--- src/rtl/instruction_prefetch_unit.sv ---
// Instruction prefetch unit: the fetch front end upstream of IF/ID.
// Issues sequential word reads to a request/response program memory and
// buffers the returned words with their PC in an in-order FIFO. Decode
// consumes one instruction per cycle with valid/ready handshaking. A
// redirect flushes buffered and in-flight instructions and refetches
// from the target address.
//
// Ports:
//   clk, reset          clock, synchronous active-high reset
//   mem_req_o           read request valid
//   mem_addr_o          read address (word aligned)
//   mem_ready_i         memory accepts the request this cycle
//   mem_rvalid_i        read data valid (responses return in request order)
//   mem_rdata_i         instruction word
//   redirect_i          flush and refetch from redirect_pc_i
//   redirect_pc_i       new fetch address
//   inst_valid_o        instruction available to decode
//   inst_ready_i        decode consumes the instruction this cycle
//   inst_o, pc_o, pc4_o instruction at the FIFO head, its PC and PC + 4
module instruction_prefetch_unit #(
    parameter int unsigned DEPTH    = 4,
    parameter logic [31:0] RESET_PC = 32'h0040_0000
) (
    input  logic        clk,
    input  logic        reset,
    output logic        mem_req_o,
    output logic [31:0] mem_addr_o,
    input  logic        mem_ready_i,
    input  logic        mem_rvalid_i,
    input  logic [31:0] mem_rdata_i,
    input  logic        redirect_i,
    input  logic [31:0] redirect_pc_i,
    output logic        inst_valid_o,
    input  logic        inst_ready_i,
    output logic [31:0] inst_o,
    output logic [31:0] pc_o,
    output logic [31:0] pc4_o
);

    localparam int unsigned AW = $clog2(DEPTH);
    localparam int unsigned CW = AW + 1;
    localparam logic [CW:0] DEPTH_W = (CW + 1)'(DEPTH);

    logic [31:0]   fifo_pc   [DEPTH];
    logic [31:0]   fifo_inst [DEPTH];
    logic [AW-1:0] wr_ptr;
    logic [AW-1:0] rd_ptr;
    logic [CW-1:0] fifo_count;
    logic [CW-1:0] outstanding;
    logic [CW-1:0] discard;
    logic [31:0]   fetch_pc;
    logic [31:0]   rsp_pc;
    logic          head_loaded;

    logic          fifo_empty;
    logic [CW:0]   credit_used;
    logic          issue;
    logic          push;
    logic          pop;
    logic [31:0]   redirect_aligned;

    // Credits cover both buffered words and requests still in flight, so
    // every response is guaranteed a free FIFO slot.
    assign credit_used      = {1'b0, fifo_count} + {1'b0, outstanding};
    assign fifo_empty       = (fifo_count == '0);
    assign redirect_aligned = {redirect_pc_i[31:2], 2'b00};

    assign mem_req_o    = !reset && !redirect_i && (credit_used < DEPTH_W);
    assign mem_addr_o   = fetch_pc;
    assign issue        = mem_req_o && mem_ready_i;
    assign push         = mem_rvalid_i && (discard == '0);
    assign inst_valid_o = !reset && !fifo_empty && !redirect_i;
    assign pop          = inst_valid_o && inst_ready_i;

    assign inst_o = fifo_inst[rd_ptr];
    assign pc_o   = fifo_pc[rd_ptr];
    // pc4_o reads 0 until the first word ever lands in the FIFO.
    assign pc4_o  = head_loaded ? fifo_pc[rd_ptr] + 32'd4 : '0;

    always_ff @(posedge clk) begin
        if (reset) begin
            wr_ptr      <= '0;
            rd_ptr      <= '0;
            fifo_count  <= '0;
            outstanding <= '0;
            discard     <= '0;
            fetch_pc    <= RESET_PC;
            rsp_pc      <= RESET_PC;
            head_loaded <= 1'b0;
            for (int unsigned i = 0; i < DEPTH; i++) begin
                fifo_pc[i]   <= '0;
                fifo_inst[i] <= '0;
            end
        end else if (redirect_i) begin
            // The response arriving in this cycle is itself stale, so it
            // is retired here and excluded from the discard count.
            wr_ptr      <= '0;
            rd_ptr      <= '0;
            fifo_count  <= '0;
            outstanding <= outstanding - CW'(mem_rvalid_i);
            discard     <= outstanding - CW'(mem_rvalid_i);
            fetch_pc    <= redirect_aligned;
            rsp_pc      <= redirect_aligned;
        end else begin
            outstanding <= outstanding + CW'(issue) - CW'(mem_rvalid_i);
            if (issue) begin
                fetch_pc <= fetch_pc + 32'd4;
            end
            if (mem_rvalid_i && (discard != '0)) begin
                discard <= discard - CW'(1);
            end
            if (push) begin
                fifo_pc[wr_ptr]   <= rsp_pc;
                fifo_inst[wr_ptr] <= mem_rdata_i;
                wr_ptr            <= wr_ptr + AW'(1);
                rsp_pc            <= rsp_pc + 32'd4;
                head_loaded       <= 1'b1;
            end
            if (pop) begin
                rd_ptr <= rd_ptr + AW'(1);
            end
            if (push && !pop) begin
                fifo_count <= fifo_count + CW'(1);
            end else if (!push && pop) begin
                fifo_count <= fifo_count - CW'(1);
            end
        end
    end

    a_credit_bound: assert property (@(posedge clk) disable iff (reset)
        credit_used <= DEPTH_W);
    a_discard_bound: assert property (@(posedge clk) disable iff (reset)
        discard <= outstanding);
    a_no_orphan_rsp: assert property (@(posedge clk) disable iff (reset)
        mem_rvalid_i |-> (outstanding != '0));

endmodule

--- config.mk ---
export PLATFORM = sky130hd
export DESIGN_NAME = instruction_prefetch_unit
export DESIGN_NICKNAME = d
export VERILOG_FILES = /design/src/rtl/instruction_prefetch_unit.sv
export SDC_FILE = /design/constraint.sdc
export NUM_CORES = 1
export LEC_CHECK = 0
export BUFFER_PORTS_ARGS = -buffer_cell sky130_fd_sc_hd__buf_2
export CAP_MARGIN = 20
export CORE_ASPECT_RATIO = 1.4
export CORE_UTILIZATION = 45
export DETAILED_ROUTE_END_ITERATION = 10
export HOLD_SLACK_MARGIN = 0.03
export MAX_ROUTING_LAYER = met4
export PLACE_DENSITY_LB_ADDON = 0.1
export SLEW_MARGIN = 20
export SYNTH_ARGS = -nofsm -noshare
export SYNTH_HDL_FRONTEND = slang
export SYNTH_SLANG_ARGS = --single-unit
--- constraint.sdc ---
create_clock -name clk -period 9.5 [get_ports clk]
set_clock_uncertainty 0.1 [all_clocks]
set_input_delay 1.425 -clock clk [delete_from_list [all_inputs] [get_ports clk]]
set_output_delay 1.425 -clock clk [all_outputs]
set_load 0.005 [all_outputs]
# After elaboration in Yosys (flattened, before gate mapping)
# Memories as Yosys holds them, arrays and structs flattened. A register that Yosys moved wholly into a read port is not among the register bits.
# Index checks and enable logic that the tools add are counted.
[totals]
memories = 2
ram_bits = 256
inputBits = 70
elab_cells = 78
ff_bits = 78
[op_classes]
addsub = 12
bitwise = 1
order_cmp = 1
n_mux = 26
reduce_logical = 26
[mem_list]
columns = ["name", "depth", "width", "rd", "rd_clocked_by_memory_dff", "wr", "line_no", "text"]
rows = [
  ["fifo_inst", 4, 32, 1, 1, 4, "45", "logic [31:0] fifo_inst [DEPTH];"],
  ["fifo_pc", 4, 32, 1, 1, 4, "44", "logic [31:0] fifo_pc [DEPTH];"],
]
[op_table]
columns = ["cell", "count"]
rows = [
  ["two-way mux 32 bit", 7],
  ["adder 32 x 3 -> 32 bit (second input constant)", 3],
  ["OR reduction 32 bit", 2],
  ["two-way mux 3 bit", 5],
  ["two-way mux 2 bit", 6],
  ["logical AND 1 bit", 10],
  ["two-way mux 1 bit", 8],
  ["nonzero test 2 bit", 4],
  ["zero test 3 bit", 2],
  ["subtractor 3 x 1 -> 3 bit", 2],
  ["subtractor 3 x 1 -> 3 bit (second input constant)", 2],
  ["zero test 1 bit", 5],
  ["adder 2 x 1 -> 2 bit (second input constant)", 2],
  ["adder 3 x 3 -> 4 bit", 1],
  ["less-than comparator 4 x 3 -> 1 bit (second input constant)", 1],
  ["adder 3 x 1 -> 3 bit", 1],
  ["adder 3 x 1 -> 3 bit (second input constant)", 1],
  ["nonzero test 3 bit", 1],
  ["AND reduction 2 bit", 1],
  ["OR reduction 2 bit", 1],
  ["NOT 1 bit", 1],
]

# Logic depth before layout (Yosys ltp)
[logic_depth]
word_depth = 8
ltp_mapped = 14
mapped_depth_nobuf = 12

# Worst setup path after synthesis
# OpenSTA, ideal clock, no wires.
[synth_timing]
kind = "input-to-reg"
startpoint = "in mem_rvalid_i"
endpoint = "mem fifo_inst[1][0], enable pin"
arrival_time_ns = 3.595
required_ns = 8.981
path_stages = 5
n_path_buf = 2
setup_time_ns = 0.419
slack_ns = 5.386
path_cell_list = "and3b_1 -> clkbuf_1 -> buf_1 -> and2_1 -> a21o_1"
[synth_lines]
columns = ["element", "line_no", "text"]
rows = [
  ["from (decl)", "29", "input logic mem_rvalid_i,"],
  ["to (decl)", "45", ""],
]

==> results.toml <==
[hold_path]
hp-class = "reg2reg"
holdPathEnd = "fifo_count[2]"
holdPathStages = 2
hp-start = "fifo_count[2]"

[grt]
grt_usage_pct = 21.7
grt_pass1_wl_um = 55500
gr-total-overflow = 0
grt_max_degree = 71
antenna_found_initial = 0
grt_pass1_vias = 10200

[logic_synthesis]
synth_area_leader_cell = "edfxtp_1"
synthTopCellsByArea = "edfxtp_1, dfxtp_1, mux4_2"
mappedNetlistArea_um2 = 15300
synthArstFlopShare_pct = 0
avgSynthCellArea_um2 = 11.9
post_synth_num_cell_types = 61
synth_common_cells = "edfxtp_1, nor2_1, nand2_1, inv_1, dfxtp_1"
ys_warn_count = 0
synth_ff_type = "edfxtp_1"
synth_cells = 1285
synth_edf_count = 248
synth_most_common_cell = "edfxtp_1"
seq_area_frac_synth_pct = 58.6
synth_seq_cells = 324
synth.top_cell.area_share_pct = 48.6

[critical_path]
crit-reg2reg-capture = "fifo_inst[0][8]"
critPathMaxFanout = 32
r2r_cells = 8
worstPathArrival_ns = 4.28
path_cells = "buf_4, mux4_1, and4_4, nand4_2, or4_1, a21oi_1, buf_2"
reg2reg_slack_ns = 5.80
cp-end-kind = "output pin"
crit_buf_inv = 2
critPathRequiredTime_ns = 7.98
critPathLaunchType = "register"
cp_slowest_cell = "dfxtp_4"
critPathMaxStageDelay_ns = 0.79
cp_top_family = "simple AND/OR/NAND/NOR gates"
r2r-start = "discard[0]"
crit_type = "reg2out"

[place]
portBuffers = 191
gp_congestion = 0.830
hpwl_um = 21700
placed_area_um2 = 16600

[timing]
fmax_ghz = 0.172
drv_slew = 0
setup_violations = 0
timing.slew.headroom_pct = 33.7
period_share_pct = 61.2
finalHoldViolCount = 0
tightest_slew_ns = 0.994
fin_crit_ns = 5.81
rsz0062_at_grt = "no"
tns_ns = 0

[flow_run]
maxCapViolCount = 0

[pwr]
cellPowerDensity_nw_per_um2 = 179
peakVddDrop_mv = 0.125
p_leak_nw = 6.85

[detailed_routing]
ant_nets = 0
num_vias = 10200
drc_errors = 0
initialDrtViolationCount = 473
vias_per_cell = 5.35
routed_wl_um = 36000
wl_per_cell_um = 18.9
detailedRoute.firstPassIterationCount = 5

[finish]
syn_to_final_growth_pct = 14.8
postLayoutCellArea_um2 = 17600
antennaDiodeCount = 0
nets = 1526
drive_gt1_share_pct = 22.6

[clock_tree]
clockBufferDepth = 3
postCtsHoldBufs = 0
cts_resized = 0
insertion_delay_ns = 0.56
cts_tree = "built"
cts_buffers = 31
cts.sinks = 324
cts_setup_buffers = 0
cts-root-buf = "clkbuf_16"
ctsHtreeMaxLevel = 1
clkTransAtPathRegs_ns = 0.06

[floorplanning]
initial_core_util_pct = 45.8
dieArea_um2 = 34800
rows = 79
die_h_um = 220
die_w_um = 158
ios = 200
core_area_um2 = 33400

[status]
status = "finished, final reports clean"
## state kept, by name, summed over array words and instances (netlist names), named ones only
signal,count
fifo_inst,128
fifo_pc,120
mem_addr_o,30
rsp_pc,30
discard,3
fifo_count,3
outstanding,3
rd_ptr,2
wr_ptr,2
head_loaded,1
## routing by layer
layer	global-route usage [%]	vias up	share of wire, %
met2	37.0	292	50
met1	26.6	4960	41
li1	-	4923	-
met3	2.66	54	5.7
met4	7.12	0	2.6
met5	-	-	0
## metrics by stage
stage          util [%]  total power, mW  instances  hold slack (ns)  setup WS (ns)
4_1_cts            52.5             3.18       1910            0.411           3.52
3_5_place_dp       49.6             1.95       1853            0.403           4.14
6_report           52.6             3.14       1911            0.408           3.69
2_1_floorplan         -             1.84       1290            0.376           5.39
3_3_place_gp       49.6             1.95       1853            0.395           4.18
5_1_grt            52.6             3.27       1911            0.438           3.28
## worst max-delay path by stage
stage                       to  slack [ns]  cells past startpoint
3_3_place_gp         pc4_o[31]        4.18                      7
4_1_cts              pc4_o[31]        3.52                      7
5_1_grt              pc4_o[31]        3.28                      7
3_5_place_dp         pc4_o[31]        4.14                      7
2_1_floorplan  fifo_inst[1][0]        5.39                      5
6_report             pc4_o[31]        3.69                      7
## cells in the final DEF, fill, tap and decap left out, types with 9 or more instances in the layout
| cell | instances |
|---|---|
| and4_1 | 13 |
| dfxtp_1 | 74 |
| o31a_1 | 9 |
| and2_1 | 63 |
| mux4_2 | 59 |
| buf_4 | 12 |
| ha_1 | 12 |
| a21boi_0 | 27 |
| a31oi_1 | 9 |
| clkbuf_16 | 31 |
| nor4_1 | 19 |
| nor3_1 | 19 |
| o31ai_1 | 19 |
| or4_1 | 18 |
| a21oi_1 | 52 |
| or3_1 | 9 |
| buf_2 | 191 |
| o21bai_1 | 12 |
| inv_1 | 99 |
| nand3_1 | 28 |
| nand4_1 | 19 |
| and3_1 | 10 |
| xor2_1 | 26 |
| nor2_1 | 156 |
| edfxtp_1 | 248 |
| nand2_1 | 103 |
| xnor2_1 | 34 |
## tightest hold or removal path, delay by kind of cell, from the launching register on
family / cells / cell delay, ns
AOI/OAI and AO/OA: 2 / 0.13
DFF: 1 / 0.33
## layout make-up
class                           count  area, µm²
Inverter                          101        379
Clock buffer                       50        913
Multi-Input combinational cell    780       5600
Clock inverter                      7       82.6
Tap cell                          445        557
Fill cell                        3013      15800
Sequential cell                   324       8970
Timing Repair Buffer              204       1070
## kinds of logic after synthesis
logic type | Yosys count | share of synthesized area, %
AO/OA/AOI/OAI | 151 | 6.44
XOR/XNOR | 60 | 3.43
flip-flops | 324 | 58.6
buffers and inverters | 186 | 5.15
other | 1 | 0.0245
adder cells (fa/ha/maj) | 14 | 1.24
AND/OR/NAND/NOR | 484 | 15.8
multiplexers | 65 | 9.38
## where the power goes
group          leakage [nW]  switching (mW)  internal (mW)  total, mW
Combinational          3.16           0.162          0.113      0.275
Clock                 0.499           0.517          0.707       1.22
Sequential             3.20          0.0458           1.60       1.64
Note: power is estimated with default switching activity, not from simulation.
